### src/rtl/iir_shift_filter.sv
// Multiplier-free recursive filter: each tap is en ? +/-(v >>> shift) : 0 with programmable
// coefficients, valid-qualified samples, saturate-or-wrap output and a flush that keeps coefficients.
module iir_shift_filter #(
  parameter int NB_DATA  = 8,
  parameter int N_FF     = 4,
  parameter int N_FB     = 2,
  parameter int NB_SHIFT = 3,
  parameter int NB_ADDR  = 3
) (
  input  logic                        i_clk,
  input  logic                        i_rst,
  input  logic                        i_valid,
  input  logic signed [NB_DATA-1:0]   i_data,
  input  logic                        i_flush,
  input  logic                        i_sat_en,
  input  logic                        i_cfg_we,
  input  logic        [NB_ADDR-1:0]   i_cfg_addr,
  input  logic        [NB_SHIFT+1:0]  i_cfg_data,
  output logic                        o_valid,
  output logic signed [NB_DATA-1:0]   o_data,
  output logic                        o_ovf
);

  localparam int N_TAP   = N_FF + N_FB;
  localparam int NB_COEF = NB_SHIFT + 2;
  localparam int NB_SUM  = NB_DATA + $clog2(N_TAP) + 1;

  localparam logic signed [NB_SUM-1:0]  SUM_MAX  = NB_SUM'((2 ** (NB_DATA - 1)) - 1);
  localparam logic signed [NB_SUM-1:0]  SUM_MIN  = NB_SUM'(-(2 ** (NB_DATA - 1)));
  localparam logic signed [NB_DATA-1:0] DATA_MAX = {1'b0, {(NB_DATA - 1){1'b1}}};
  localparam logic signed [NB_DATA-1:0] DATA_MIN = {1'b1, {(NB_DATA - 1){1'b0}}};

  // Coefficient layout is {en, neg, shift}; defaults give y = x0 - x1 + x2 + x3 + y1/2 + y2/4.
  function automatic logic [NB_COEF-1:0] defaultCoef(input int idx);
    logic [NB_COEF-1:0] c;
    c = '0;
    if (idx < N_FF) begin
      case (idx)
        0, 2, 3: c = {1'b1, 1'b0, NB_SHIFT'(0)};
        1:       c = {1'b1, 1'b1, NB_SHIFT'(0)};
        default: c = '0;
      endcase
    end else begin
      case (idx - N_FF)
        0:       c = {1'b1, 1'b0, NB_SHIFT'(1)};
        1:       c = {1'b1, 1'b0, NB_SHIFT'(2)};
        default: c = '0;
      endcase
    end
    return c;
  endfunction

  logic        [NB_COEF-1:0]  r_coef [0:N_TAP-1];
  logic signed [NB_DATA-1:0]  r_x    [1:N_FF-1];
  logic signed [NB_DATA-1:0]  r_y    [1:N_FB];
  logic                       r_valid;
  logic                       r_ovf;

  logic signed [NB_DATA-1:0]  w_tapIn   [0:N_TAP-1];
  logic signed [NB_SUM-1:0]   w_ext     [0:N_TAP-1];
  logic signed [NB_SUM-1:0]   w_shifted [0:N_TAP-1];
  logic signed [NB_SUM-1:0]   w_term    [0:N_TAP-1];
  logic signed [NB_SUM-1:0]   w_sum;
  logic                       w_ovf;
  logic signed [NB_DATA-1:0]  w_result;

  // Full-precision sum: the accumulator is wide enough that no tap or partial sum can overflow.
  always_comb begin
    w_tapIn[0] = i_data;
    for (int k = 1; k < N_FF; k++) w_tapIn[k] = r_x[k];
    for (int j = 0; j < N_FB; j++) w_tapIn[N_FF + j] = r_y[j + 1];
    w_sum = '0;
    for (int t = 0; t < N_TAP; t++) begin
      w_ext[t]     = {{(NB_SUM - NB_DATA){w_tapIn[t][NB_DATA-1]}}, w_tapIn[t]};
      w_shifted[t] = w_ext[t] >>> r_coef[t][NB_SHIFT-1:0];
      if (!r_coef[t][NB_SHIFT+1])
        w_term[t] = '0;
      else if (r_coef[t][NB_SHIFT])
        w_term[t] = -w_shifted[t];
      else
        w_term[t] = w_shifted[t];
      w_sum = w_sum + w_term[t];
    end
  end

  assign w_ovf = (w_sum > SUM_MAX) || (w_sum < SUM_MIN);

  always_comb begin
    w_result = w_sum[NB_DATA-1:0];
    if (w_ovf && i_sat_en)
      w_result = w_sum[NB_SUM-1] ? DATA_MIN : DATA_MAX;
  end

  always_ff @(posedge i_clk) begin
    if (i_rst) begin
      for (int t = 0; t < N_TAP; t++) r_coef[t] <= defaultCoef(t);
      for (int k = 1; k < N_FF; k++) r_x[k] <= '0;
      for (int j = 1; j <= N_FB; j++) r_y[j] <= '0;
      r_valid <= 1'b0;
      r_ovf   <= 1'b0;
    end else begin
      // Out-of-range addresses match no tap, so those writes fall away.
      for (int t = 0; t < N_TAP; t++)
        if (i_cfg_we && ({1'b0, i_cfg_addr} == (NB_ADDR + 1)'(t)))
          r_coef[t] <= i_cfg_data;
      if (i_flush) begin
        for (int k = 1; k < N_FF; k++) r_x[k] <= '0;
        for (int j = 1; j <= N_FB; j++) r_y[j] <= '0;
        r_valid <= 1'b0;
        r_ovf   <= 1'b0;
      end else if (i_valid) begin
        r_x[1] <= i_data;
        for (int k = 2; k < N_FF; k++) r_x[k] <= r_x[k-1];
        r_y[1] <= w_result;
        for (int j = 2; j <= N_FB; j++) r_y[j] <= r_y[j-1];
        r_valid <= 1'b1;
        r_ovf   <= w_ovf;
      end else begin
        r_valid <= 1'b0;
      end
    end
  end

  assign o_data  = r_y[1];
  assign o_valid = r_valid;
  assign o_ovf   = r_ovf;

endmodule
### config.mk
export PLATFORM = sky130hd
export DESIGN_NAME = iir_shift_filter
export DESIGN_NICKNAME = d
export VERILOG_FILES = /design/src/rtl/iir_shift_filter.sv
export SDC_FILE = /design/constraint.sdc
export NUM_CORES = 1
export LEC_CHECK = 0
export BUFFER_PORTS_ARGS = -buffer_cell sky130_fd_sc_hd__buf_4
export CAP_MARGIN = 15
export CORE_ASPECT_RATIO = 1.25
export CORE_MARGIN = 10
export CORE_UTILIZATION = 35
export DETAILED_ROUTE_END_ITERATION = 10
export PLACE_DENSITY_LB_ADDON = 0.05
export RECOVER_POWER = 50
export SLEW_MARGIN = 20
export SYNTH_ARGS = -nofsm -noshare
export SYNTH_HDL_FRONTEND = slang
export SYNTH_SLANG_ARGS = --single-unit
### constraint.sdc
create_clock -name i_clk -period 15 [get_ports i_clk]
set_input_delay 3 -clock i_clk [delete_from_list [all_inputs] [get_ports i_clk]]
set_output_delay 3 -clock i_clk [all_outputs]
set_load 0.02 [all_outputs]
==> flow_summary.toml, run 1 <==
[setup_path]
critPathMaxStageDelay_ps = 580
cp_max_fo = 7
r2r_slack_ps = 8390
cp_data_arrival_time_ps = 8540
crit_slowest_cell = "fa_1"
required_ps = 15200
cp-start-kind = "input pin"
path_class = "in -> reg"
endpoint_kind = "flip-flop"

[sta]
grt_setup_unrepaired = "no"
clock.fmax_mhz = 120
finalCritPeriodShare_pct = 55.6
setup_viol = 0
final-hold-violation-count = 0
worstMarginPinSlew_ps = 1960
setup-tns-final_ps = 0
skew_ps = 11.7
slew_headroom_pct = -30.6
min_period_ps = 8340
drv_slew = 42

[clocking]
clk_pin_slew_worst_paths_ps = 70
cts_tree = "done"
cts_hold_buffers = 0
cts_resized = 0
numCtsBuffers = 9
cts_setup_buffers = 0
root_buffer = "clkbuf_16"
clock_sink_count = 72
clock_path_buffers = 2
worstSkewPairLatency_ps = 350
htree_levels = 3

[pwr]
internal_power_uw = 717
vdd_drop_max_mv = 0.0826
power-per-cell-area_nw_per_um2 = 153
leakage_uw = 0.00341
p_sw_share_pct = 43.5
pwr-share-clk_pct = 20.4
p_switching_uw = 552
pwr-share-seq_pct = 22.9
power_frac_comb_pct = 56.6

[global_routing]
grt_max_degree = 42
grt_pass1_wl_um = 34300
track_usage_pct = 16.0
grt_pass1_vias = 6050
antenna_found_initial = 0
grt_overflow = 0

[final_layout]
syn2layout_area_growth_pct = 9.35
fillers = 2240
nets = 938
diodes = 0
final_layout_size_suffix_gt1_share_pct = 6.96
fin_util_pct = 38.7
postLayoutCellArea_um2 = 8310
final_cell_count_no_fill = 1141

[status]
violations = "capacitance limit, slew limit"
outcome = "finished, violations left"

[detailed_routing]
drt_wl_total_um = 21700
ant_nets = 0
vias_per_cell = 5.25
firstDrtPassIters = 5
wl_per_cell_um = 19.1
dr_total_vias = 5991
drtIter0Drc = 400
route.detailed.drc = 0

[synthesis]
synth.largest_area_cell = "edfxtp_1"
ys_seq_area_share_pct = 28.2
synth_seq_cells = 72
synth.distinct_cells = 63
synth_warnings = 0
synth_edf_count = 70
ys.flop_type = "edfxtp_1"
synth-async-reset-ratio_pct = 0
synthTopCellsByArea = "edfxtp_1 28%, fa_1 11%, mux2i_1 5.0%"
synthCells = 864
synth_top_cell_area_share_pct = 27.7
avgSynthCellArea_um2 = 8.79
synth_nets = 945
synth_area_um2 = 7600

[die]
pin_count = 32
core_area_um2 = 21500
dieArea_um2 = 28000
die_w_um = 152
initial_utilization_pct = 35.4
row_count = 60
die_h_um = 185

[place]
gp_congestion = 0.824
port_buffers = 31
hpwl_um = 17400
placedCellCount = 1125
postPlaceCellArea_um2 = 7990

[job]
cap_viol_max_count = 1

[worst_hold_path]
hold_class = "reg -> reg"
## worst max-delay path: cells and delay by family
| family | cells | cell delay, ps |
|---|---|---|
| adders and majority gates | 4 | 1800 |
| AOI/OAI and AO/OA | 9 | 2010 |
| xor gates and xnor gates | 3 | 700 |
| and+or+nand+nor | 6 | 770 |
| buffers and inverters | 3 | 240 |
## routing by layer
metal / GRT usage, % / share of wire (%)
met1: 18.9 / 42
met2: 29.0 / 53
met3: 1.99 / 3.0
met4: 5.19 / 2.1
met5: 0 / 0
## registers in the layout (all words and copies together) (netlist names)
name	cells
r_y	16
o_ovf	1
o_valid	1
r_coef	30
r_x	24
## through the flow
step	setup WS, ps	power, µW	hold slack, ps
after floorplan	6820	841	554
after global routing	6220	1390	534
final	6660	1270	496
after detailed placement	6310	1020	497
after CTS	6660	1290	508
after global placement	6420	1020	494
## cells in the final DEF (no fill, tap or decap), types with 5 or more instances in the layout
cell / instances
buf_4: 25
and3b_1: 7
inv_1: 72
edfxtp_1: 70
and3_1: 33
clkbuf_1: 7
and2_0: 6
a21oi_1: 46
xnor2_1: 20
o21ai_1: 7
o21a_1: 15
o22ai_1: 5
o21ai_0: 54
a211oi_1: 12
and2_1: 44
nand2b_1: 28
nor2b_1: 21
fa_1: 43
mux2_2: 7
a21boi_0: 6
or3_1: 7
nand2_1: 81
mux2i_1: 38
mux4_2: 7
nand3_1: 16
ha_1: 16
clkbuf_16: 9
nor3_1: 11
o211ai_1: 5
nor2_1: 55
xor2_1: 19
o31ai_1: 5
## cells by family (layout without fill, tap and decap cells)
logic type,Yosys count,count (layout),synth area share (%)
xor+xnor,42,42,5.32
simple gates,325,325,22.3
mux,52,52,8.12
buf+inv,122,120,6.27
fa+ha+maj,59,59,14.0
flops,72,72,28.2
compound gates,192,192,15.9
## cell usage after synthesis (all sizes together), types with 3 or more instances
library cell,count
o22ai,5
and2,50
buf,12
a21boi,6
nor3,11
a31oi,3
a41oi,4
ha,16
o21a,15
xnor2,21
clkbuf,38
nor3b,3
o211ai,5
nand3,16
xor2,19
nor2,56
a211oi,12
inv,72
and3,33
o31ai,5
a21oi,46
o311a,3
and3b,7
o21bai,4
nand2b,28
nor4,3
mux2,7
fa,43
mux4,7
a31o,4
or3,7
o21ai,62
a21o,4
nor2b,21
edfxtp,70
mux2i,38
nand2,81
## power by group through the flow
stage	logic [µW]	registers, µW	clock network, µW
CTS	735	291	266
floorplan	568	273	0
finish	719	291	259
detailed placement	728	296	0
global route	825	297	273
global placement	722	294	0
## path summary, 6_finish.rpt
| check | depth (start not counted) | startpoint | to |
|---|---|---|---|
| worst min register to register | 2 | o_ovf | o_ovf |
| worst max register to register | 23 | r_coef[1][1] | r_y[1][2] |
| worst max-delay path | 25 | i_data[6] | r_y[1][2] |
| worst min-delay path | 2 | o_ovf | o_ovf |
## area by class of cell
cell class / count / area [µm²] / area share, %
Clock buffer: 9 / 225 / 2.71
Clock inverter: 7 / 126 / 1.52
Inverter: 72 / 270 / 3.25
Multi-Input combinational cell: 670 / 4980 / 60.0
Sequential cell: 72 / 2140 / 25.8
Tap cell: 279 / 349 / 4.20
Timing Repair Buffer: 32 / 214 / 2.57
Power figures use the tool's default switching activity.
==> run 2: changes to the inputs <==
==> constraint.sdc (replaced) <==
create_clock -name i_clk -period 7.3 [get_ports i_clk]
set_input_delay 1.46 -clock i_clk [delete_from_list [all_inputs] [get_ports i_clk]]
set_output_delay 1.46 -clock i_clk [all_outputs]
set_load 0.02 [all_outputs]
==> flow_summary.toml, run 2 (synthesis results as in run 1) <==
[pwr]
leakage_uw = 0.00338
power-per-cell-area_nw_per_um2 = 306
vdd_drop_max_mv = 0.185
total_power_uw = 2520

[place]
hpwl_um = 17100
pre_cts_slack_ps = 360
gp_congestion = 0.828
port_buffers = 31

[final_layout]
fillers = 2237
largest_register = "r_coef"
syn2layout_area_growth_pct = 8.64
final_layout_size_suffix_gt1_share_pct = 7.18
layout_common_cells = "81 x nand2_1, 72 x inv_1, 70 x edfxtp_1"
largest_register_ffs = 30
top_regs = "r_coef x30, r_x x24, r_y x16"
final_common_cell = "nand2_1"
diodes = 0
nets = 939

[clocking]
root_buffer = "clkbuf_16"
htree_levels = 3
cts_tree = "done"
clock_sink_count = 72
clk_pin_slew_worst_paths_ps = 60
clock_path_buffers = 2
worstSkewPairLatency_ps = 350
numCtsBuffers = 9
cts_resized = 0
cts_hold_buffers = 0
cts_setup_buffers = 0

[setup_path]
cp_max_fo = 7
path_class = "in -> reg"
cp-start-kind = "input pin"
required_ps = 7500
cp_data_arrival_time_ps = 6810
endpoint_kind = "flip-flop"

[global_routing]
grt_max_degree = 42
grt_overflow = 0
grt_pass1_wl_um = 34400
antenna_found_initial = 0
track_usage_pct = 15.9
grt_pass1_vias = 6050

[sta]
drv_slew = 0
setup_viol = 0
setup_ws_ps = 684
worstMarginPinSlew_ps = 1340
holdWs_ps = 500
setup-tns-final_ps = 0
grt_setup_unrepaired = "no"
clock.fmax_mhz = 151
slew_headroom_pct = 10.4
min_period_ps = 6620
skew_ps = 4.93
finalCritPeriodShare_pct = 90.6
final-hold-violation-count = 0

[die]
initial_utilization_pct = 35.4
pin_count = 32
die_h_um = 185
die_w_um = 152
row_count = 60
dieArea_um2 = 28000
core_area_um2 = 21500

[detailed_routing]
firstDrtPassIters = 5
ant_nets = 0
drt_wl_total_um = 21500
dr_total_vias = 6008
vias_per_cell = 5.26
wl_per_cell_um = 18.8
drtIter0Drc = 302
route.detailed.drc = 0

[worst_hold_path]
hold_class = "reg -> reg"

[status]
outcome = "finished, final reports clean"

[job]
cap_viol_max_count = 0
## run 2: changes by cell type in the layout (fill, tap and decap cells not counted), sizes merged
cell / change
buf: +1
bufinv: -3
inv: +1
clkinvlp: +1
clkinv: +1
## run 2: layout make-up
| class | count | area [µm²] | area share, % |
|---|---|---|---|
| clock inverters | 7 | 63.8 | 0.773 |
| flip-flops and latches | 72 | 2140 | 25.9 |
| clock buffers | 9 | 225 | 2.73 |
| well taps | 279 | 349 | 4.23 |
| repair buffers | 33 | 221 | 2.68 |
| multi-input cells | 670 | 4980 | 60.4 |
| inverters | 72 | 270 | 3.27 |
## run 2: worst paths after layout
check / start / end / slack (ps) / depth (start not counted)
worst min-delay path: o_ovf / o_ovf / 500 / 2
worst max register to register: r_coef[4][0] / r_y[1][1] / 720 / 20
worst min register to register: o_ovf / o_ovf / 500 / 2
worst max-delay path: i_data[6] / r_y[1][1] / 680 / 25
## run 2: critical path, cell delays in order
cell,delay (ps)
buf_4,130
and2_1,130
o31ai_1,320
nand2_1,80
o21ai_0,170
ha_1,220
nand2b_1,120
xnor2_1,120
and2_1,150
fa_1,440
fa_1,500
inv_1,60
fa_1,530
inv_1,40
ha_1,200
a21o_1,180
a21oi_1,260
o21ai_0,150
a211oi_1,320
o21bai_1,110
a21oi_1,170
xnor3_1,300
xnor2_2,280
nand3_1,230
o21ai_1,140
## run 2: layer usage
metal / global-route usage (%) / routed length, µm / vias up
met4: 4.47 / 359 / 0
met1: 19.1 / 9300 / 2916
met2: 28.9 / 11400 / 78
li1: - / - / 2995
met3: 1.77 / 472 / 19
met5: 0 / 0 / -
## run 2: stage by stage
| step | instances | utilization (%) | instance area, µm² |
|---|---|---|---|
| 3_3_place_gp | 1126 | 37.2 | 7990 |
| 2_1_floorplan | 864 | - | 7600 |
| 3_5_place_dp | 1126 | 37.2 | 7990 |
| 4_1_cts | 1142 | 38.6 | 8280 |
| 5_1_grt | 1142 | 38.4 | 8260 |
| 6_report | 1142 | 38.4 | 8260 |
## run 2: power by group
part	total [µW]	internal [µW]	switching [µW]
clock network	435	237	198
registers	597	504	92.8
logic	1490	635	858
==> run 3: changes to the inputs <==
--- a/config.mk
+++ b/config.mk
@@ -5,6 +5,7 @@
 export SDC_FILE = /design/constraint.sdc
 export NUM_CORES = 1
 export LEC_CHECK = 0
+export ABC_AREA = 1
 export BUFFER_PORTS_ARGS = -buffer_cell sky130_fd_sc_hd__buf_4
 export CAP_MARGIN = 15
 export CORE_ASPECT_RATIO = 1.25
==> flow_summary.toml, run 3 <==
[detailed_routing]
ant_nets = 0
dr_total_vias = 6317
firstDrtPassIters = 6
drt_wl_total_um = 20600
vias_per_cell = 4.73
route.detailed.drc = 0
wl_per_cell_um = 15.4
drtIter0Drc = 342

[die]
initial_utilization_pct = 35.9
row_count = 58
die_h_um = 181
dieArea_um2 = 26900
pin_count = 32
core_area_um2 = 20200
die_w_um = 149

[setup_path]
crit_slowest_cell = "fa_1"
r2r-start = "r_coef[5][0]"
crit_family = "adder cells"
r2r_cells = 32
rr_endpoint = "r_y[1][7]"
critPathMaxStageDelay_ps = 500
cp_data_arrival_time_ps = 6580
path_class = "in -> reg"
required_ps = 7410
cp_max_fo = 8
endpoint_kind = "flip-flop"
cp_num_buf_inv = 6
r2r_slack_ps = 1060
cp-start-kind = "input pin"

[synthesis]
synthTopCellsByArea = "edfxtp_1 29%, nand2_1 14%, fa_1 12%"
avgSynthCellArea_um2 = 7.03
ys_seq_area_share_pct = 29.5
ys.flop_type = "edfxtp_1"
synth_seq_cells = 72
synth_top_cell_area_share_pct = 29.0
synth.distinct_cells = 44
synth.most_common_cell = "nand2_1"
synth_nets = 1114
synth.largest_area_cell = "edfxtp_1"
synth_warnings = 0
synth_edf_count = 70
synth_common_cells = "280 x nand2_1, 194 x inv_1, 93 x nand3_1, 93 x nor2_1, 70 x edfxtp_1"
synth-async-reset-ratio_pct = 0
synthCells = 1033
synth_area_um2 = 7260

[clocking]
worstSkewPairLatency_ps = 360
clock_path_buffers = 2
cts_setup_buffers = 0
root_buffer = "clkbuf_16"
cts_resized = 0
cts_tree = "done"
cts_hold_buffers = 0
htree_levels = 3
numCtsBuffers = 9
clk_pin_slew_worst_paths_ps = 60
clock_sink_count = 72

[pwr]
pwr-share-seq_pct = 21.2
pwr-share-clk_pct = 19.0
vdd_drop_max_mv = 0.185
power-per-cell-area_nw_per_um2 = 330
power_frac_comb_pct = 59.8
p_sw_share_pct = 46.8
total_power_uw = 2660
p_switching_uw = 1240
leakage_uw = 0.00399
internal_power_uw = 1410

[final_layout]
layout_common_cells = "279 x nand2_1, 193 x inv_1, 93 x nand3_1, 93 x nor2_1, 70 x edfxtp_1"
fillers = 2220
top_regs = "r_coef x30, r_x x24, r_y x16"
diodes = 0
final_layout_size_suffix_gt1_share_pct = 9.58
postLayoutCellArea_um2 = 8050
final_common_cell = "nand2_1"
largest_register = "r_coef"
nets = 1141
largest_register_ffs = 30
syn2layout_area_growth_pct = 10.9

[sta]
worstMarginPinSlew_ps = 2490
grt_setup_unrepaired = "no"
setup_viol = 0
final-hold-violation-count = 0
finalCritPeriodShare_pct = 88.6
setup-tns-final_ps = 0
slew_headroom_pct = -66.2
min_period_ps = 6470
clock.fmax_mhz = 155
skew_ps = 11.2
drv_slew = 41

[place]
postPlaceCellArea_um2 = 7740
gp_congestion = 0.885
hpwl_um = 16900
port_buffers = 31

[global_routing]
grt_max_degree = 41
antenna_found_initial = 0
grt_pass1_wl_um = 33600
track_usage_pct = 15.9
grt_overflow = 0
grt_pass1_vias = 6297

[worst_hold_path]
hold_class = "reg -> reg"
holdPathStages = 2
hp-start = "o_ovf"
hold_path_end = "o_ovf"

[status]
violations = "capacitance limit, slew limit"
outcome = "finished, violations left"

[job]
cap_viol_max_count = 1
run 3: cell type report:
type	instances	area, µm²	area share, %
timing repair buffer	33	225	2.80
clock inverter	7	103	1.27
multi-input combinational	736	4230	52.5
sequential	72	2140	26.6
tap	270	338	4.20
clock buffer	9	225	2.80
inverter	208	788	9.79
run 3: worst min-delay path: stages (launching register included):
cell,delay [ps]
dfxtp_1,320
nand3_1,80
nand2_1,50
run 3: stage by stage:
stage               setup slack, ps  cells  hold slack (ps)  utilization [%]
floorplan                      1080   1033              531                -
detailed placement              500   1319              477             38.3
global placement                561   1319              479             38.3
CTS                             867   1335              487             39.9
global route                    310   1335              535             39.8
finish                          833   1335              484             39.8
run 3: worst max path at each step:
stage / cells after the start / endpoint / slack [ps] / startpoint
after global placement: 32 / r_y[1][7] / 560 / i_data[7]
final: 31 / r_y[1][7] / 830 / i_data[6]
after global routing: 32 / r_y[1][7] / 310 / i_data[7]
after CTS: 31 / r_y[1][7] / 870 / i_data[6]
after detailed placement: 28 / r_y[1][7] / 500 / i_data[7]
after floorplan: 30 / r_y[1][7] / 1080 / i_data[5]
run 3: metal layers:
metal,track usage (%),vias to the layer above,wire [µm]
li1,-,3328,-
met1,18.1,2880,8740
met2,29.4,80,10900
met3,1.90,29,496
met4,5.54,0,479
met5,0,-,0
run 3: power by group through the flow:
stage	clock, µW	combinational (µW)	sequential, µW
CTS	517	1620	566
finish	504	1590	564
floorplan	0	1260	560
detailed placement	0	1610	575
global route	529	1880	572
global placement	0	1610	576
run 3: cell families after synthesis:
kind of cell / synth area share [%]
buffers and inverters: 12.3
and+or+nand+nor: 32.1
xor gates and xnor gates: 1.09
AOI/OAI and AO/OA: 10.4
DFF: 29.5
adders and majority gates: 14.6
